`src/rtl/muldiv_unit_pkg.sv`:
```
// rtl/muldiv_unit_pkg.sv - shared encodings for the iterative RV32M multiply/divide unit
package muldiv_unit_pkg;

    localparam logic [6:0] FUNCT7_MULDIV = 7'b0000001;

    localparam logic [2:0] FUNCT3_MUL    = 3'b000;
    localparam logic [2:0] FUNCT3_MULH   = 3'b001;
    localparam logic [2:0] FUNCT3_MULHSU = 3'b010;
    localparam logic [2:0] FUNCT3_MULHU  = 3'b011;
    localparam logic [2:0] FUNCT3_DIV    = 3'b100;
    localparam logic [2:0] FUNCT3_DIVU   = 3'b101;
    localparam logic [2:0] FUNCT3_REM    = 3'b110;
    localparam logic [2:0] FUNCT3_REMU   = 3'b111;

    typedef enum logic [1:0] {
        MD_IDLE = 2'd0,
        MD_MUL  = 2'd1,
        MD_DIV  = 2'd2,
        MD_DONE = 2'd3
    } md_state_e;

    typedef enum logic {
        STEP_MUL = 1'b0,
        STEP_DIV = 1'b1
    } step_mode_e;

    // True when an instruction's funct7 routes it to this unit rather than the ALU
    function automatic logic is_muldiv(input logic [6:0] funct7);
        return funct7 == FUNCT7_MULDIV;
    endfunction

endpackage

```
`src/rtl/muldiv_step.sv`:
```
// rtl/muldiv_step.sv - one shift-add or restoring shift-subtract iteration
module muldiv_step
    import muldiv_unit_pkg::*;
#(
    parameter int XLEN = 32
) (
    input  step_mode_e         i_mode,
    input  logic [2*XLEN:0]    i_acc,
    input  logic [XLEN-1:0]    i_operand,
    output logic [2*XLEN:0]    o_acc,
    output logic               o_q_bit
);

    // Multiply: acc = {carry, high partial, remaining multiplier bits}.
    // Divide:   acc = {remainder (XLEN+1), dividend bits being replaced by quotient bits}.
    logic [XLEN:0] w_sum;
    logic [XLEN:0] w_rem_shift;
    logic [XLEN:0] w_diff;

    // Single iteration; the divide quotient bit is returned separately, its slot left zero
    always_comb begin
        w_sum       = i_acc[2*XLEN:XLEN] + {1'b0, i_operand};
        w_rem_shift = {i_acc[2*XLEN-1:XLEN], i_acc[XLEN-1]};
        w_diff      = w_rem_shift - {1'b0, i_operand};
        o_acc       = '0;
        o_q_bit     = 1'b0;
        if (i_mode == STEP_MUL) begin
            if (i_acc[0]) begin
                o_acc = {1'b0, w_sum, i_acc[XLEN-1:1]};
            end else begin
                o_acc = {1'b0, i_acc[2*XLEN:1]};
            end
        end else begin
            // A set top bit of the difference is the borrow: keep the shifted remainder
            o_q_bit = ~w_diff[XLEN];
            if (o_q_bit) begin
                o_acc = {w_diff, i_acc[XLEN-2:0], 1'b0};
            end else begin
                o_acc = {w_rem_shift, i_acc[XLEN-2:0], 1'b0};
            end
        end
    end

endmodule

```
`src/rtl/muldiv_unit.sv`:
```
// rtl/muldiv_unit.sv - iterative RV32M multiply/divide unit with valid/ready handshakes
module muldiv_unit
    import muldiv_unit_pkg::*;
#(
    parameter int XLEN = 32
) (
    input  logic            clk,
    input  logic            reset,
    input  logic            start_valid,
    output logic            start_ready,
    input  logic [2:0]      funct3,
    input  logic [XLEN-1:0] op_a,
    input  logic [XLEN-1:0] op_b,
    input  logic            kill,
    output logic [XLEN-1:0] result,
    output logic            result_valid,
    input  logic            result_ready,
    output logic            busy
);

    localparam int CW = $clog2(XLEN + 1);
    localparam logic [XLEN-1:0] MOST_NEG = {1'b1, {(XLEN-1){1'b0}}};

    md_state_e         r_state;
    md_state_e         w_next_state;
    logic [CW-1:0]     r_cnt;
    logic [2*XLEN:0]   r_acc;
    logic [XLEN-1:0]   r_operand;
    logic [2:0]        r_funct3;
    logic              r_neg_a;
    logic              r_neg_b;
    logic              r_special;
    logic [XLEN-1:0]   r_result;
    logic              r_result_valid;

    logic              w_accept;
    logic              w_is_div;
    logic              w_neg_a;
    logic              w_neg_b;
    logic [XLEN-1:0]   w_mag_a;
    logic [XLEN-1:0]   w_mag_b;
    logic              w_special;
    logic [XLEN-1:0]   w_special_val;
    logic              w_iterating;
    logic              w_finish;
    logic [2*XLEN:0]   w_step_acc;
    logic              w_step_q;
    logic [2*XLEN-1:0] w_prod;
    logic [XLEN-1:0]   w_quot;
    logic [XLEN-1:0]   w_rem;
    logic [XLEN-1:0]   w_final;

    assign start_ready  = (r_state == MD_IDLE);
    assign busy         = (r_state != MD_IDLE);
    assign result       = r_result;
    assign result_valid = r_result_valid;
    assign w_accept     = start_valid && start_ready && !kill;
    assign w_iterating  = (r_state == MD_MUL) || (r_state == MD_DIV);
    assign w_finish     = w_iterating && (r_cnt == '0);

    muldiv_step #(.XLEN(XLEN)) u_step (
        .i_mode    ((r_state == MD_DIV) ? STEP_DIV : STEP_MUL),
        .i_acc     (r_acc),
        .i_operand (r_operand),
        .o_acc     (w_step_acc),
        .o_q_bit   (w_step_q)
    );

    // Request decode: operand signs, magnitudes and the single-cycle special cases
    always_comb begin
        w_is_div      = funct3[2];
        w_neg_a       = op_a[XLEN-1] && (funct3 == FUNCT3_MULH || funct3 == FUNCT3_MULHSU ||
                                         funct3 == FUNCT3_DIV  || funct3 == FUNCT3_REM);
        w_neg_b       = op_b[XLEN-1] && (funct3 == FUNCT3_MULH || funct3 == FUNCT3_DIV ||
                                         funct3 == FUNCT3_REM);
        w_mag_a       = w_neg_a ? (~op_a + 1'b1) : op_a;
        w_mag_b       = w_neg_b ? (~op_b + 1'b1) : op_b;
        w_special     = 1'b0;
        w_special_val = '0;
        if (w_is_div && op_b == '0) begin
            w_special     = 1'b1;
            w_special_val = funct3[1] ? op_a : '1;
        end else if ((funct3 == FUNCT3_DIV || funct3 == FUNCT3_REM) &&
                     op_a == MOST_NEG && op_b == '1) begin
            w_special     = 1'b1;
            w_special_val = funct3[1] ? '0 : op_a;
        end
    end

    // Sign correction and result selection after the last iteration
    always_comb begin
        w_prod  = (r_neg_a ^ r_neg_b) ? (~r_acc[2*XLEN-1:0] + 1'b1) : r_acc[2*XLEN-1:0];
        w_quot  = (r_neg_a ^ r_neg_b) ? (~r_acc[XLEN-1:0] + 1'b1) : r_acc[XLEN-1:0];
        w_rem   = r_neg_a ? (~r_acc[2*XLEN-1:XLEN] + 1'b1) : r_acc[2*XLEN-1:XLEN];
        w_final = '0;
        if (r_special) begin
            w_final = r_acc[XLEN-1:0];
        end else if (r_funct3 == FUNCT3_MUL) begin
            w_final = w_prod[XLEN-1:0];
        end else if (!r_funct3[2]) begin
            w_final = w_prod[2*XLEN-1:XLEN];
        end else if (!r_funct3[1]) begin
            w_final = w_quot;
        end else begin
            w_final = w_rem;
        end
    end

    // Next-state logic; kill overrides everything, special cases spend one cycle with a zero count
    always_comb begin
        w_next_state = r_state;
        if (kill) begin
            w_next_state = MD_IDLE;
        end else begin
            case (r_state)
                MD_IDLE: if (start_valid) w_next_state = (w_is_div || w_special) ? MD_DIV : MD_MUL;
                MD_MUL,
                MD_DIV:  if (r_cnt == '0) w_next_state = MD_DONE;
                MD_DONE: if (result_ready) w_next_state = MD_IDLE;
                default: w_next_state = MD_IDLE;
            endcase
        end
    end

    // State register
    always_ff @(posedge clk or posedge reset) begin
        if (reset) begin
            r_state <= MD_IDLE;
        end else begin
            r_state <= w_next_state;
        end
    end

    // Operand latch and per-cycle iteration of the accumulator
    always_ff @(posedge clk or posedge reset) begin
        if (reset) begin
            r_cnt     <= '0;
            r_acc     <= '0;
            r_operand <= '0;
            r_funct3  <= '0;
            r_neg_a   <= 1'b0;
            r_neg_b   <= 1'b0;
            r_special <= 1'b0;
        end else if (w_accept) begin
            r_funct3  <= funct3;
            r_neg_a   <= w_neg_a;
            r_neg_b   <= w_neg_b;
            r_special <= w_special;
            r_operand <= w_is_div ? w_mag_b : w_mag_a;
            if (w_special) begin
                r_acc <= {{(XLEN+1){1'b0}}, w_special_val};
                r_cnt <= '0;
            end else begin
                r_acc <= {{(XLEN+1){1'b0}}, (w_is_div ? w_mag_a : w_mag_b)};
                r_cnt <= CW'(XLEN);
            end
        end else if (w_iterating && r_cnt != '0) begin
            r_acc <= (r_state == MD_DIV) ? {w_step_acc[2*XLEN:1], w_step_q} : w_step_acc;
            r_cnt <= r_cnt - 1'b1;
        end
    end

    // Registered result and its valid flag
    always_ff @(posedge clk or posedge reset) begin
        if (reset) begin
            r_result       <= '0;
            r_result_valid <= 1'b0;
        end else if (kill) begin
            r_result_valid <= 1'b0;
        end else if (w_finish) begin
            r_result       <= w_final;
            r_result_valid <= 1'b1;
        end else if (r_state == MD_DONE && result_ready) begin
            r_result_valid <= 1'b0;
        end
    end

endmodule

```
`config.mk`:
```
export PLATFORM = sky130hd
export DESIGN_NAME = muldiv_unit
export DESIGN_NICKNAME = d
export VERILOG_FILES = /design/src/rtl/muldiv_unit_pkg.sv /design/src/rtl/muldiv_step.sv /design/src/rtl/muldiv_unit.sv
export SDC_FILE = /design/constraint.sdc
export NUM_CORES = 1
export LEC_CHECK = 0
export BUFFER_PORTS_ARGS = -buffer_cell sky130_fd_sc_hd__buf_2
export CORE_MARGIN = 2
export CORE_UTILIZATION = 40
export CTS_BUF_LIST = sky130_fd_sc_hd__clkbuf_16
export CTS_CLUSTER_DIAMETER = 80
export CTS_CLUSTER_SIZE = 28
export DETAILED_ROUTE_END_ITERATION = 16
export PLACE_DENSITY = 0.6
export SLEW_MARGIN = 20
export SYNTH_ARGS = -nofsm -noshare
export SYNTH_HDL_FRONTEND = slang
export SYNTH_SLANG_ARGS = --single-unit
```
`constraint.sdc`:
```
create_clock -name clk -period 7.68 [get_ports clk]
set_input_delay 0.384 -clock clk [delete_from_list [all_inputs] [get_ports clk]]
set_output_delay 0.384 -clock clk [all_outputs]
set_load 0.02 [all_outputs]
```
* Yosys cells after proc, flatten, opt, wreduce, memory -nomap -nowiden
Cells that the tools add are included.
Word-level totals: output and inout port bits 35, register bits 144
Cells by class: reductions and logical operators 30, add/subtract/negate cells 8, equality and inequality tests 12, bitwise operators 8, muxes and demuxes 38
Operators by type and width (count):
- 2-to-1 mux 32 bit | 15
- 2-to-1 mux 65 bit | 4
- adder 32 x 1 -> 32 bit, second input constant | 4
- 2-to-1 mux 64 bit | 2
- inverter 32 bit | 4
- adder 64 x 1 -> 64 bit, second input constant | 1
- == test 32 bit, second input constant | 2
- inverter 64 bit | 1
- adder 33 x 32 -> 33 bit | 1
- subtractor 33 x 32 -> 33 bit | 1
- logical NOT 32 bit | 1
- 2-to-1 mux 6 bit | 3
- logical AND 1 bit | 10
- 2-to-1 mux 2 bit | 5
- logical OR 1 bit | 8
- 2-to-1 mux 1 bit | 8
- == test 3 bit, second input constant | 2
- logical NOT 6 bit | 1
- != test 3 bit, second input constant | 2
- case mux 2 bit (3 select lines) | 1
- nonzero test 6 bit | 1
- subtractor 6 x 1 -> 6 bit, second input constant | 1
- == test 2 bit, second input constant | 2
- nonzero test 2 bit | 2
- 13 further kinds | 14

* Depth between registers and ports, before layout
word-level depth 11, depth in mapped cells 21

* By module
A second synthesis with hierarchy kept.
Second synthesis, totals: cells, all modules 2249, area total of the unflattened synthesis 16353.2 µm²
By module, submodules not included:
- muldiv_unit | cells an instance 1530, sequential area each 3603.5 µm², area an instance 11486.0 µm², instances 1
- muldiv_step | cells an instance 719, sequential area each 0.0 µm², area an instance 4867.2 µm², instances 1

* Worst setup path before layout
OpenSTA, ideal clock, no wires.
path kind register to register, start register r_acc[31], end register r_acc[62], data arrival time 4.095 ns, slack 3.463 ns, stages on the path, launching flop included 19, setup time 0.122 ns, buffers on the path 3, cell sequence dfrtp_1 inv_1 ha_1 fa_1 nor2b_1 o2111ai_1 a2111oi_0 o21a_1 o21ai_0 a21o_1 a21oi_1 o211ai_1 nand2_1 ha_1 clkbuf_1 clkbuf_1 clkbuf_1 o311ai_0 a32o_1
On the way: longest elaborated chain between the ends 5
Ends and longest elaborated chain:
- start, declared | RTL line muldiv_unit.sv:27 | logic [2*XLEN:0] r_acc;
- start signal, assigned | RTL line muldiv_unit.sv:151 | r_acc <= {{(XLEN+1){1'b0}}, w_special_val};
- start signal, assigned | RTL line muldiv_unit.sv:154 | r_acc <= {{(XLEN+1){1'b0}}, (w_is_div ? w_mag_a : w_mag_b)};
- start signal, assigned | RTL line muldiv_unit.sv:158 | r_acc <= (r_state == MD_DIV) ? {w_step_acc[2*XLEN:1], w_step_q} : w_step_acc;
- subtractor 33 x 32 -> 33 bit | RTL line muldiv_step.sv:24 | w_diff = w_rem_shift - {1'b0, i_operand};
- 2-to-1 mux 65 bit | RTL line muldiv_step.sv:36 | if (o_q_bit) begin
- 2-to-1 mux 65 bit | RTL line muldiv_step.sv:27 | if (i_mode == STEP_MUL) begin
- 2-to-1 mux 65 bit | RTL line muldiv_unit.sv:157 | end else if (w_iterating && r_cnt != '0) begin
- 2-to-1 mux 65 bit | RTL line muldiv_unit.sv:144 | end else if (w_accept) begin
Every way passes these cells. The select of a mux whose other input is x is not followed. A chain may end at the register's enable or synchronous reset.

* Worst setup path after layout
start register r_acc[31], end register r_acc[61]
Same word-level chain as after synthesis.

==> impl_metrics.py <==
metrics = {
    "critical_path": {
        "worst_ep_arrival_time_ns": 5.62,
        "rr_startpoint": "r_acc[31]",
        "r2r.worst_path.cells": 18,
        "crit_start": "r_acc[31]",
        "crit_path_max_fanout": 33,
        "startpoint_type": "flop",
        "crit_path_capture_type": "flop",
        "worst_ep_required_time_ns": 8.02,
        "worstSetupPathType": "flop to flop",
    },
    "global_route": {
        "grt_pass1_wl_um": 95300,
        "largest_net_degree_at_the_start_of_global_routing": 103,
        "all_layer_global_routing_usage_pct": 30.3,
        "first_global_vias": 15600,
        "grt_antenna_before_repair": 2,
        "grt-ovfl-total": 0,
    },
    "yosys": {
        "synth_top_flop_cell": "dfrtp_1",
        "post_synth_main_area_contributors": "dfrtp_1, a21oi_1, o21ai_0",
        "yosys_register_bits": 144,
        "async_reset_ff_share_pct": 100,
        "area_fraction_in_compound_gates_after_synthesis_pct": 31.1,
        "synth.yosys.seq_area_share_pct": 23.3,
        "synth.area.mux_share_pct": 4.43,
        "netlist-cell-type-count": 88,
        "netlist.top_cell.by_area": "dfrtp_1",
        "synth_top_family_by_area": "compound AO/OA/AOI/OAI gates",
        "post_synth_instance_area_um2": 15500,
        "synth_enable_flop_cells": 0,
        "syn-mean-instance-area_um2": 7.32,
        "syn-num-nets": 2263,
        "synth_area_in_simple_gates_pct": 21.3,
        "ys.warnings.count": 0,
        "yosys.area_share.xor_xnor_pct": 7.76,
        "post-synth-top-area-fraction_pct": 23.3,
        "cell_with_the_most_instances_after_synthesis": "nand2_1",
        "synth.top_cells.by_count": "nand2_1, a21oi_1, o21ai_0, nor2_1, dfrtp_1",
        "netlist_instances": 2114,
        "yosys.area_share.adder_pct": 6.33,
    },
    "place": {
        "port_buffers": 106,
        "detailed_place_hpwl_um": 46500,
        "weighted_congestion_at_the_end_of_routability_driven_global_placement": 1.04,
        "placedInstanceArea_um2": 16300,
    },
    "route": {
        "detail_route.drc_violations": 0,
        "drt-wirelength-per-cell_um": 23.2,
        "drt_iter0_drc": 1911,
        "final_antenna_net_count": 0,
        "detailedRoute.firstPassIterationCount": 5,
        "via_per_inst": 6.35,
        "routed_wirelength_um": 61500,
        "via_total_after_detailed_routing": 16800,
    },
    "clock_network": {
        "numCtsBuffers": 17,
        "tritoncts": "done",
        "cts_sinks": 144,
        "cts_post_setup_buffers_inserted": 0,
        "htreeDepth": 4,
        "clock_insertion_delay_worst_skew_ns": 0.45,
        "clk_pin_slew_worst_paths_ns": 0.07,
        "clockBufferDepth": 2,
        "clock-root-buffer": "clkbuf_16",
    },
    "die": {
        "starting_density_of_the_core_pct": 40.3,
        "dieArea_um2": 40300,
        "placementRows": 72,
        "io-pin-count": 107,
        "dieHeight_um": 201,
        "floorplan.die.width_um": 201,
        "core_box_area_um2": 38400,
    },
    "power_and_ir_drop": {
        "power_density_nw_per_um2": 493,
        "seqPwrFrac_pct": 20.7,
        "internal_dissipation_mw": 3.74,
        "switching_power_mw": 4.62,
        "switching_share_pct": 55.3,
        "peakVddDrop_v": 0.000229,
        "combPwrFrac_pct": 68.8,
        "p_leak_nw": 7.10,
        "power.clock.fraction_pct": 10.5,
    },
    "timing": {
        "layout_min_cycle_time_ns": 5.27,
        "timing.final.crit_share_pct": 68.7,
        "final.setup.tns_ns": 0,
        "setup_viol": 0,
        "hold_violations": 0,
        "rsz0062_at_grt": "no",
        "hold_worst_slack_ns": 0.202,
        "slew_headroom_pct": 29.3,
        "maxClockFrequency_ghz": 0.190,
        "finalMaxSlewViolations": 0,
        "timing_worst_slew_pin_value_ns": 1.05,
        "final.setup_skew_ns": 0.0112,
    },
    "job": {
        "max_cap_violations": 0,
    },
    "layout": {
        "final_layout_size_suffix_gt1_share_pct": 10.1,
        "syn_to_layout_area_delta_pct": 9.59,
        "flip_flop_and_latch_area_um2": 3600,
        "num-nets-final": 2266,
        "n_antenna_cell": 0,
        "final_cell_area_um2": 17000,
        "multi_input_area_um2": 11000,
        "num-fill-cells": 4015,
    },
    "min_path": {
        "min_from": "kill",
        "worstHoldPathCells": 2,
        "min_path_type": "primary input to flop",
    },
    "run_status": {
        "outcome": "finished, final reports clean",
    },
}
==> logic make-up after synthesis <==
| group | after synthesis |
|---|---|
| compound gates | 762 |
| simple gates | 692 |
| buf+inv | 235 |
| flops | 144 |
| xor+xnor | 137 |
| fa+ha+maj | 77 |
| mux | 67 |
==> routing by layer <==
layer	wire length [µm]	vias to the layer above	global-route usage, %
met1	27400	8096	43.6
met3	4830	124	3.56
met4	2680	4	12.9
met2	26600	813	45.8
li1	-	7765	-
met5	27	-	0
==> power by group through the flow <==
stage               logic, mW  registers (mW)  clock network [mW]
finish                   5.76            1.73               0.876
global route             6.31            1.76               0.919
CTS                      5.65            1.69               0.889
global placement         5.57            1.69                   0
floorplan                4.23            1.43                   0
detailed placement       5.62            1.70                   0
==> final cells by class <==
type,instances,area share (%)
clock inverter,15,1.01
timing repair buffer,136,4.64
sequential,144,21.3
multi-input combinational,1735,64.9
inverter,83,1.87
tap,518,3.82
clock buffer,17,2.51
==> critical path: stages (launching register included) <==
cell and delay [ns]:
dfrtp_1 0.45, inv_1 0.11, ha_1 0.23, fa_1 0.41, nor2b_1 0.20, o2111ai_1 0.19
a2111oi_0 0.84, o21a_1 0.27, o21ai_0 0.12, a21o_1 0.22, a21oi_1 0.15, o211ai_1 0.11
nand2_1 0.08, ha_1 0.57, buf_4 0.47, nand2_1 0.15, nor4_1 0.27, a41oi_1 0.08
a32o_1 0.25
==> stage by stage <==
step / util, % / power (mW) / setup slack, ns / cells
2_1_floorplan: - / 5.67 / 3.43 / 2114
3_3_place_gp: 42.5 / 7.26 / 2.66 / 2613
3_5_place_dp: 42.5 / 7.32 / 2.46 / 2613
4_1_cts: 44.0 / 8.23 / 2.43 / 2645
5_1_grt: 44.2 / 8.99 / 1.94 / 2648
6_report: 44.2 / 8.36 / 2.41 / 2648
==> state kept, by name, summed over array words and instances (netlist names) <==
signal        cells
r_funct3          3
result           32
r_neg_a           1
r_cnt             6
r_state           2
r_operand        32
r_neg_b           1
r_acc            65
r_special         1
result_valid      1
==> layout by cell type (no fill, tap or decap), types with 8 or more instances in the layout <==
cell       synthesis  final
mux2_2            12     12
nor2b_1           25     24
xnor2_1           70     70
a31oi_1           31     31
or4_1             13     13
buf_2              7    106
nor4_1            19     19
inv_1             82     83
a22o_1            13     13
o31ai_1           31     31
o21ai_0          201    200
o21a_1             8      8
o221ai_1          10     10
ha_1              75     74
nor3_1            51     51
a21o_1            35     35
a211o_1           11     11
nand2_1          241    240
nand4_1           22     22
xor2_1            67     66
mux2i_1           55     55
or3_1             21     21
o211ai_1          39     39
o22ai_1           12     12
clkbuf_16          0     17
o41ai_1           11     11
nand2b_1          13     13
buf_4              0     27
a211oi_1          39     39
o21ai_1           10     11
a221oi_1          23     23
a21oi_1          217    216
nor2_1           179    178
and2_1            10     10
dfrtp_1          144    144
nand3_1           47     47
==> what timing repair did <==
item / in CTS / in global routing
gates resized for setup: 0 / 0
hold buffers: 0 / 1
endpoints found under the setup margin: 0 / 0
endpoints found under the hold margin: 0 / 5
==> path summary, 6_finish.rpt <==
check / end / slack, ns
worst max-delay path: r_acc[61] / 2.41
worst min-delay path: r_state[1] / 0.20
worst max register to register: r_acc[61] / 2.41
worst min register to register: result[12] / 0.46
max in group asynchronous: r_neg_a / 6.16
min in group asynchronous: r_acc[43] / 0.50
Power figures use the tool's default switching activity.
